## config.mk

```make
export PLATFORM = sky130hd
export DESIGN_NAME = soc_system_pio_sequencer_flat
export DESIGN_NICKNAME = d
export VERILOG_FILES = /design/src/rtl/soc_system_pio_sequencer_if.sv /design/src/rtl/soc_system_pio_sequencer.sv /design/src/flat_wrapper.sv
export SDC_FILE = /design/constraint.sdc
export NUM_CORES = 1
export LEC_CHECK = 0
export CAP_MARGIN = 20
export CORE_AREA = 2 2 67 69
export DETAILED_ROUTE_END_ITERATION = 10
export DIE_AREA = 0 0 69 71
export GPL_ROUTABILITY_DRIVEN = 0
export PLACE_DENSITY = 0.95
export SYNTH_ARGS = -nofsm -noshare
export SYNTH_HDL_FRONTEND = slang
export SYNTH_SLANG_ARGS = --single-unit
```

## constraint.sdc

```tcl
create_clock -name clk -period 3.3 [get_ports clk]
set_input_delay 0.66 -clock clk [delete_from_list [all_inputs] [get_ports clk]]
set_output_delay 0.66 -clock clk [all_outputs]
set_load 0.05 [all_outputs]
```

## src/rtl/soc_system_pio_sequencer_if.sv

```systemverilog
// Bundle of the requester-side handshake and the PIO Avalon-MM register port
// seen by the PIO sequencer; the slave modport is the sequencer's view.
interface soc_system_pio_sequencer_if;
  logic [1:0]  req_valid;
  logic [1:0]  req_write;
  logic [15:0] req_wdata;
  logic [1:0]  req_ack;
  logic [7:0]  rdata;
  logic        busy;
  logic [2:0]  pio_address;
  logic        pio_chipselect;
  logic        pio_write_n;
  logic [31:0] pio_writedata;
  logic [31:0] pio_readdata;

  modport master (
    output req_valid,
    output req_write,
    output req_wdata,
    output pio_readdata,
    input  req_ack,
    input  rdata,
    input  busy,
    input  pio_address,
    input  pio_chipselect,
    input  pio_write_n,
    input  pio_writedata
  );

  modport slave (
    input  req_valid,
    input  req_write,
    input  req_wdata,
    input  pio_readdata,
    output req_ack,
    output rdata,
    output busy,
    output pio_address,
    output pio_chipselect,
    output pio_write_n,
    output pio_writedata
  );
endinterface

```

## src/rtl/soc_system_pio_sequencer.sv

```systemverilog
// Round-robin arbiter that turns byte read/write requests from two requesters
// into direction-register / data-register sequences on the 8-bit PIO slave.
module soc_system_pio_sequencer #(
  parameter int SETTLE_CYCLES = 2
) (
  input logic                       clk,
  input logic                       reset_n,
  soc_system_pio_sequencer_if.slave bus
);

  localparam logic [2:0] S_IDLE    = 3'd0;
  localparam logic [2:0] S_DIR     = 3'd1;
  localparam logic [2:0] S_SETTLE  = 3'd2;
  localparam logic [2:0] S_XFER    = 3'd3;
  localparam logic [2:0] S_CAPTURE = 3'd4;
  localparam logic [2:0] S_ACK     = 3'd5;

  localparam bit         HAS_SETTLE  = (SETTLE_CYCLES > 0);
  localparam logic [3:0] SETTLE_LOAD = HAS_SETTLE ? 4'(SETTLE_CYCLES - 1) : 4'd0;

  logic [2:0] r_state;
  logic       r_grant;
  logic       r_last;
  logic       r_write;
  logic [7:0] r_byte;
  logic       r_dir_valid;
  logic       r_dir_out;
  logic [3:0] r_settle_cnt;
  logic [7:0] r_rdata;

  logic       w_grant;
  logic       w_sel_write;
  logic [7:0] w_sel_byte;
  logic       w_dir_hit;
  logic [7:0] w_req_byte [2];

  logic       w_cs;
  logic       w_write_n;
  logic [2:0] w_addr;
  logic [31:0] w_wdata;

  genvar gi;
  generate
    for (gi = 0; gi < 2; gi++) begin : g_req
      assign w_req_byte[gi]  = bus.req_wdata[8*gi +: 8];
      assign bus.req_ack[gi] = (r_state == S_ACK) && (r_grant == 1'(gi));
    end
  endgenerate

  // On a tie the requester that was not granted last wins.
  always_comb begin
    w_grant = 1'b0;
    if (&bus.req_valid) begin
      w_grant = ~r_last;
    end else if (bus.req_valid[1]) begin
      w_grant = 1'b1;
    end
  end

  assign w_sel_write = bus.req_write[w_grant];
  assign w_sel_byte  = w_req_byte[w_grant];
  assign w_dir_hit   = r_dir_valid && (r_dir_out == w_sel_write);

  always_ff @(posedge clk or negedge reset_n) begin
    if (!reset_n) begin
      r_state      <= S_IDLE;
      r_grant      <= 1'b0;
      r_last       <= 1'b1;
      r_write      <= 1'b0;
      r_byte       <= 8'h00;
      r_dir_valid  <= 1'b0;
      r_dir_out    <= 1'b0;
      r_settle_cnt <= 4'd0;
      r_rdata      <= 8'h00;
    end else begin
      case (r_state)
        S_IDLE: begin
          if (|bus.req_valid) begin
            r_grant <= w_grant;
            r_last  <= w_grant;
            r_write <= w_sel_write;
            r_byte  <= w_sel_byte;
            r_state <= w_dir_hit ? S_XFER : S_DIR;
          end
        end
        S_DIR: begin
          r_dir_valid  <= 1'b1;
          r_dir_out    <= r_write;
          r_settle_cnt <= SETTLE_LOAD;
          r_state      <= HAS_SETTLE ? S_SETTLE : S_XFER;
        end
        S_SETTLE: begin
          if (r_settle_cnt == 4'd0) begin
            r_state <= S_XFER;
          end else begin
            r_settle_cnt <= r_settle_cnt - 4'd1;
          end
        end
        S_XFER: begin
          r_state <= r_write ? S_ACK : S_CAPTURE;
        end
        S_CAPTURE: begin
          // PIO read data is registered, so it is valid one cycle after XFER.
          r_rdata <= bus.pio_readdata[7:0];
          r_state <= S_ACK;
        end
        S_ACK: begin
          r_state <= S_IDLE;
        end
        default: begin
          r_state <= S_IDLE;
        end
      endcase
    end
  end

  always_comb begin
    w_cs      = 1'b0;
    w_write_n = 1'b1;
    w_addr    = 3'd0;
    w_wdata   = 32'h0;
    case (r_state)
      S_DIR: begin
        w_cs      = 1'b1;
        w_write_n = 1'b0;
        w_addr    = 3'd1;
        w_wdata   = {24'h0, {8{r_write}}};
      end
      S_XFER: begin
        w_cs      = 1'b1;
        w_write_n = ~r_write;
        w_addr    = 3'd0;
        w_wdata   = r_write ? {24'h0, r_byte} : 32'h0;
      end
      default: begin
        w_cs = 1'b0;
      end
    endcase
  end

  assign bus.pio_chipselect = w_cs;
  assign bus.pio_write_n    = w_write_n;
  assign bus.pio_address    = w_addr;
  assign bus.pio_writedata  = w_wdata;
  assign bus.rdata          = r_rdata;
  assign bus.busy           = (r_state != S_IDLE);

endmodule

```

## src/flat_wrapper.sv

```systemverilog
// flat-port wrapper written by rule: the top's interface ports become plain ports
module soc_system_pio_sequencer_flat 
#(
  parameter int SETTLE_CYCLES = 2
)
  (clk, reset_n, bus_req_valid, bus_req_write, bus_req_wdata, bus_pio_readdata, bus_req_ack, bus_rdata, bus_busy, bus_pio_address, bus_pio_chipselect, bus_pio_write_n, bus_pio_writedata);
  soc_system_pio_sequencer_if bus_i ();
  input logic clk;
  input logic reset_n;
  input wire logic [$bits(bus_i.req_valid)-1:0] bus_req_valid;
  input wire logic [$bits(bus_i.req_write)-1:0] bus_req_write;
  input wire logic [$bits(bus_i.req_wdata)-1:0] bus_req_wdata;
  input wire logic [$bits(bus_i.pio_readdata)-1:0] bus_pio_readdata;
  output wire logic [$bits(bus_i.req_ack)-1:0] bus_req_ack;
  output wire logic [$bits(bus_i.rdata)-1:0] bus_rdata;
  output wire logic [$bits(bus_i.busy)-1:0] bus_busy;
  output wire logic [$bits(bus_i.pio_address)-1:0] bus_pio_address;
  output wire logic [$bits(bus_i.pio_chipselect)-1:0] bus_pio_chipselect;
  output wire logic [$bits(bus_i.pio_write_n)-1:0] bus_pio_write_n;
  output wire logic [$bits(bus_i.pio_writedata)-1:0] bus_pio_writedata;
  assign bus_i.req_valid = bus_req_valid;
  assign bus_i.req_write = bus_req_write;
  assign bus_i.req_wdata = bus_req_wdata;
  assign bus_i.pio_readdata = bus_pio_readdata;
  assign bus_req_ack = bus_i.req_ack;
  assign bus_rdata = bus_i.rdata;
  assign bus_busy = bus_i.busy;
  assign bus_pio_address = bus_i.pio_address;
  assign bus_pio_chipselect = bus_i.pio_chipselect;
  assign bus_pio_write_n = bus_i.pio_write_n;
  assign bus_pio_writedata = bus_i.pio_writedata;
  soc_system_pio_sequencer #(.SETTLE_CYCLES(SETTLE_CYCLES)) u_core (.clk(clk), .reset_n(reset_n), .bus(bus_i));
endmodule
```

==> results.md <==
- In this run the mean area of a mapped cell was around 10 um2.
- The critical path's slowest cell is sky130_fd_sc_hd__clkdlybuf4s50_1.
- The area of the die is just under 5000 um2.
- The number of buffers added by the clock tree synthesis step is 3.
- From synthesis to final layout, the design area changed by 31.2%.
- The total negative setup slack is 0 ns.
- After synthesis the cells add up to around 1600 um2.
- The area share of fa/ha/maj cells after synthesis is about 1.5%.
- The post-synthesis share of cell area spent on xor and xnor gates is under 10%.
- The final critical-path setup slack is between 0.2 and 0.25 ns.
- For this design the static power due to leakage is 0.974 nW.
- The flow ran to the end, and the final reports show no timing, DRC or antenna violations.
- The first global-routing pass estimated approximately 5300 um of wire.
- The number of instances in the placed design is 262.
- IR analysis of the VDD net gives a maximum drop of ~0.65 mV.
- The number of port buffers is between 50 and 60.
- In this run the remaining antenna-violating nets after routing total 0.
- At the worst endpoint, the required time is 2.64 ns.
- The number of max-slew violations in the final report is 0.
- The element type at the critical path start is a flop.
- The region available for standard cell placement spans 4200 um2.
- The worst hold path begins at u_core.r_dir_valid.
- TritonCTS built the clock tree.
- The number of global-route vias before repair is ~1.2k.
- For this run, the slowest stage of the critical path takes about 0.84 ns.
- The main combinational cell family by area after synthesis is buffers and inverters.
- Setup violations remaining at the end of the flow were counted as 0.
- Measured along the x axis, the die boundary spans 69 um.
- After synthesis the netlist holds a flip-flop and latch count of 28.
- Setup repair after global routing left no endpoint under its margin.
- Summed over all layers, the global routing overflow is 0.
- The starting DRC count in detailed routing is 49.
- The worst setup path is captured at an output pin.
- The number of H-tree levels is 1.
- At the end of the flow, the number of nets in the layout was about 270.
- The synthesis warning total is 0.
- At the pin with the least slew margin, the transition time is approximately 0.64 ns.
- The number of antenna violations at the first check in global routing was 0.
- The I/O pin count is between 100 and 150.
- Entering global routing, the biggest net connects 29 pins.
- The startpoint identified for the worst register-to-register timing path is u_core.r_state[0].
- The count of buffering cells on the critical path with inverters included is 2.
- The count of placed standard cells in the final layout, fillers left out is roughly 270.
- After detailed routing, the number of remaining DRC violations is 0.
- The post-CTS setup repair buffer count is 0.
- For the worst setup path, the data arrival time is ~2.4 ns.
- The path type of the worst setup path is flop to output pin.
- Before CTS, the worst setup slack after placement is ~0.5 ns.
- For this run, the register share of the synthesized area comes to a little over two fifths.
- The clock skew is around 0.0027 ns.
- The achievable frequency is roughly 0.33 GHz.
- The share of the clock period used by the worst path after layout is between 90% and 100%.
- For this block, the via count after detailed routing is approximately 1.2k.
- After clock tree synthesis, the clock-pin slew on the worst setup and hold paths is about 0.09 ns.
- The mux contribution to synthesized area is 12.3%.
- The detailed placement HPWL is roughly 2400 um.
- In this design, the largest share of critical-path delay is due to buffers and inverters.
- Across the run, the number of max-cap violations was 0.
- The total number of clock tree sinks is 28.
- In this run, post-CTS hold repair placed 0 buffers.
- The min-delay analysis places its worst path in the category flop to flop.
- The global routing usage summed across all routing layers is 13.3%.
- The count of fill cells added during filler insertion is approximately 380.
- The number of library cell types mapped by synthesis is 37.
- Summing the areas of all compound-gate instances in the mapped netlist gives between 10% and 20% of the synthesized area.
- The startpoint of the worst setup timing path is u_core.r_state[0].
- Of all nets on the critical path, the largest fanout is 10.
- The hold violation total from the final report is 0.
- The overall die height is a little over 70 um.
- The effective utilization at floorplan is 39.0%.
- The clock latency of the later-clocked register in the worst-skew pair is 0.28 ns.
- The number of buffers on the longest clock path is 2.
- The synthesized netlist devotes a little under an eighth of its cell area to simple gates.
- In this run the core area contains 24 standard-cell rows.
- The post-route netlist has a little under an eighth of its cells at a drive strength greater than 1.
- The detail-routed via count per cell is 4.57.
- The tree is rooted in a sky130_fd_sc_hd__clkbuf_8.
- The antenna cell count is 0.
- For this block, the routed nets add up to about 3100 um of wire.
- In the final routed layout, each cell accounts on average for 11.8 um.
- Walking the worst path, the cells encountered are nor2b_1 -> buf_4 -> nand2_1 -> a21oi_1 -> clkdlybuf4s50_1.
- The detailed-router iteration count before antenna repair is 4.
- After clock tree synthesis, the repair step resized 0 gates.
- The minimum period implied by the final worst setup slack is about 3.1 ns.
- The total power divided by cell area is roughly 1100 nW/um2.
- Measured against its own limit, the worst slew margin works out to ~58%.
- In the synthesized netlist, the number of instances is roughly 160.
## Yosys cell counts (all sizes together)
master	number	area, um2
buf	33	248
dfrtp	27	676
a21oi	20	100
nor2	16	60.1
inv	12	45.0
mux2i	10	100
mux2	9	101
nor3	3	20.0
xnor2	3	26.3
ha	2	25.0
nand2	2	7.51
nand4	2	12.5
nor2b	2	12.5
nor3b	2	31.3
xor2	2	17.5
a21boi	1	7.51
a21o	1	7.51
a22o	1	8.76
a22oi	1	7.51
a31oi	1	6.26
and4b	1	10.0
clkbuf	1	3.75
conb	1	3.75
dfstp	1	26.3
nand3	1	10.0
nor4bb	1	10.0
o211a	1	10.0
o211ai	1	7.51
o21a	1	7.51
o21ai	1	5.00
o22ai	1	6.26
or2	1	6.26
or3b	1	11.3
## final timing paths
path                                         to  slack [ns]  cells past startpoint
min                          u_core.r_dir_valid        0.48                      1
max reg2reg                    u_core.r_byte[5]        1.55                      4
min in group asynchronous   u_core.bus.rdata[3]        0.75                      2
min reg2reg                  u_core.r_dir_valid        0.48                      1
max in group asynchronous         u_core.r_last        2.24                      2
max                        bus_pio_writedata[5]        0.23                      5
## registers in the layout, indices dropped and copies added (netlist names), 3 cells and up
register,flops
u_core.bus.rdata,8
u_core.r_settle_cnt,4
u_core.r_byte,8
u_core.r_state,3
## where the power goes
group / switching, W / internal, W / total (W) / leakage [nW]
sequential: 0.000129 / 0.000511 / 0.000640 / 0.322
combinational: 0.000911 / 0.000533 / 0.00144 / 0.623
clock: 0.000103 / 0.000107 / 0.000210 / 0.0288
## per-layer routing
layer	track usage (%)	share of wire, %	wire length (um)	vias to the layer above
met4	3.27	0.80	25	0
met5	0	0	0	-
li1	-	-	-	597
met2	22.4	49	1540	52
met3	3.85	7.5	236	2
met1	16.9	42	1330	565
## placed cells by master, fill, tap and decap left out, drive strengths merged, types with 2 or more instances in the layout
cell type	Yosys	routed
a21oi	20	20
buf	33	5
clkbuf	1	4
clkdlybuf4s50	0	51
conb	1	26
dfrtp	27	27
ha	2	2
inv	12	12
mux2	9	9
mux2i	10	10
nand2	2	2
nand4	2	2
nor2	16	16
nor2b	2	2
nor3	3	3
nor3b	2	2
xnor2	3	3
xor2	2	2
## logic make-up after synthesis
kind of cell / Yosys count
buf+inv: 46
simple gates: 32
compound gates: 30
flops: 28
mux: 19
xor+xnor: 5
fa+ha+maj: 2
other cells: 1
## cell type report
cell class / count / area, um2 / share of cell area [%]
Multi-Input combinational cell: 114 / 733 / 34.1
Sequential cell: 28 / 702 / 32.7
Timing Repair Buffer: 56 / 548 / 25.5
Tap cell: 52 / 65.1 / 3.03
Clock buffer: 4 / 55.1 / 2.56
Inverter: 12 / 45.0 / 2.10
## stage by stage
stage | cell area, um2 | hold slack [ns] | total power (W) | util (%)
6_report | 2150 | 0.484 | 0.00229 | 51.1
5_1_grt | 2150 | 0.501 | 0.00245 | 51.1
4_1_cts | 2150 | 0.485 | 0.00231 | 51.1
3_5_place_dp | 2090 | 0.462 | 0.00210 | 49.8
2_1_floorplan | 1730 | 0.364 | 0.00171 | -
3_3_place_gp | 2090 | 0.461 | 0.00206 | 49.8
No activity file was read; power rests on OpenSTA's default activity.
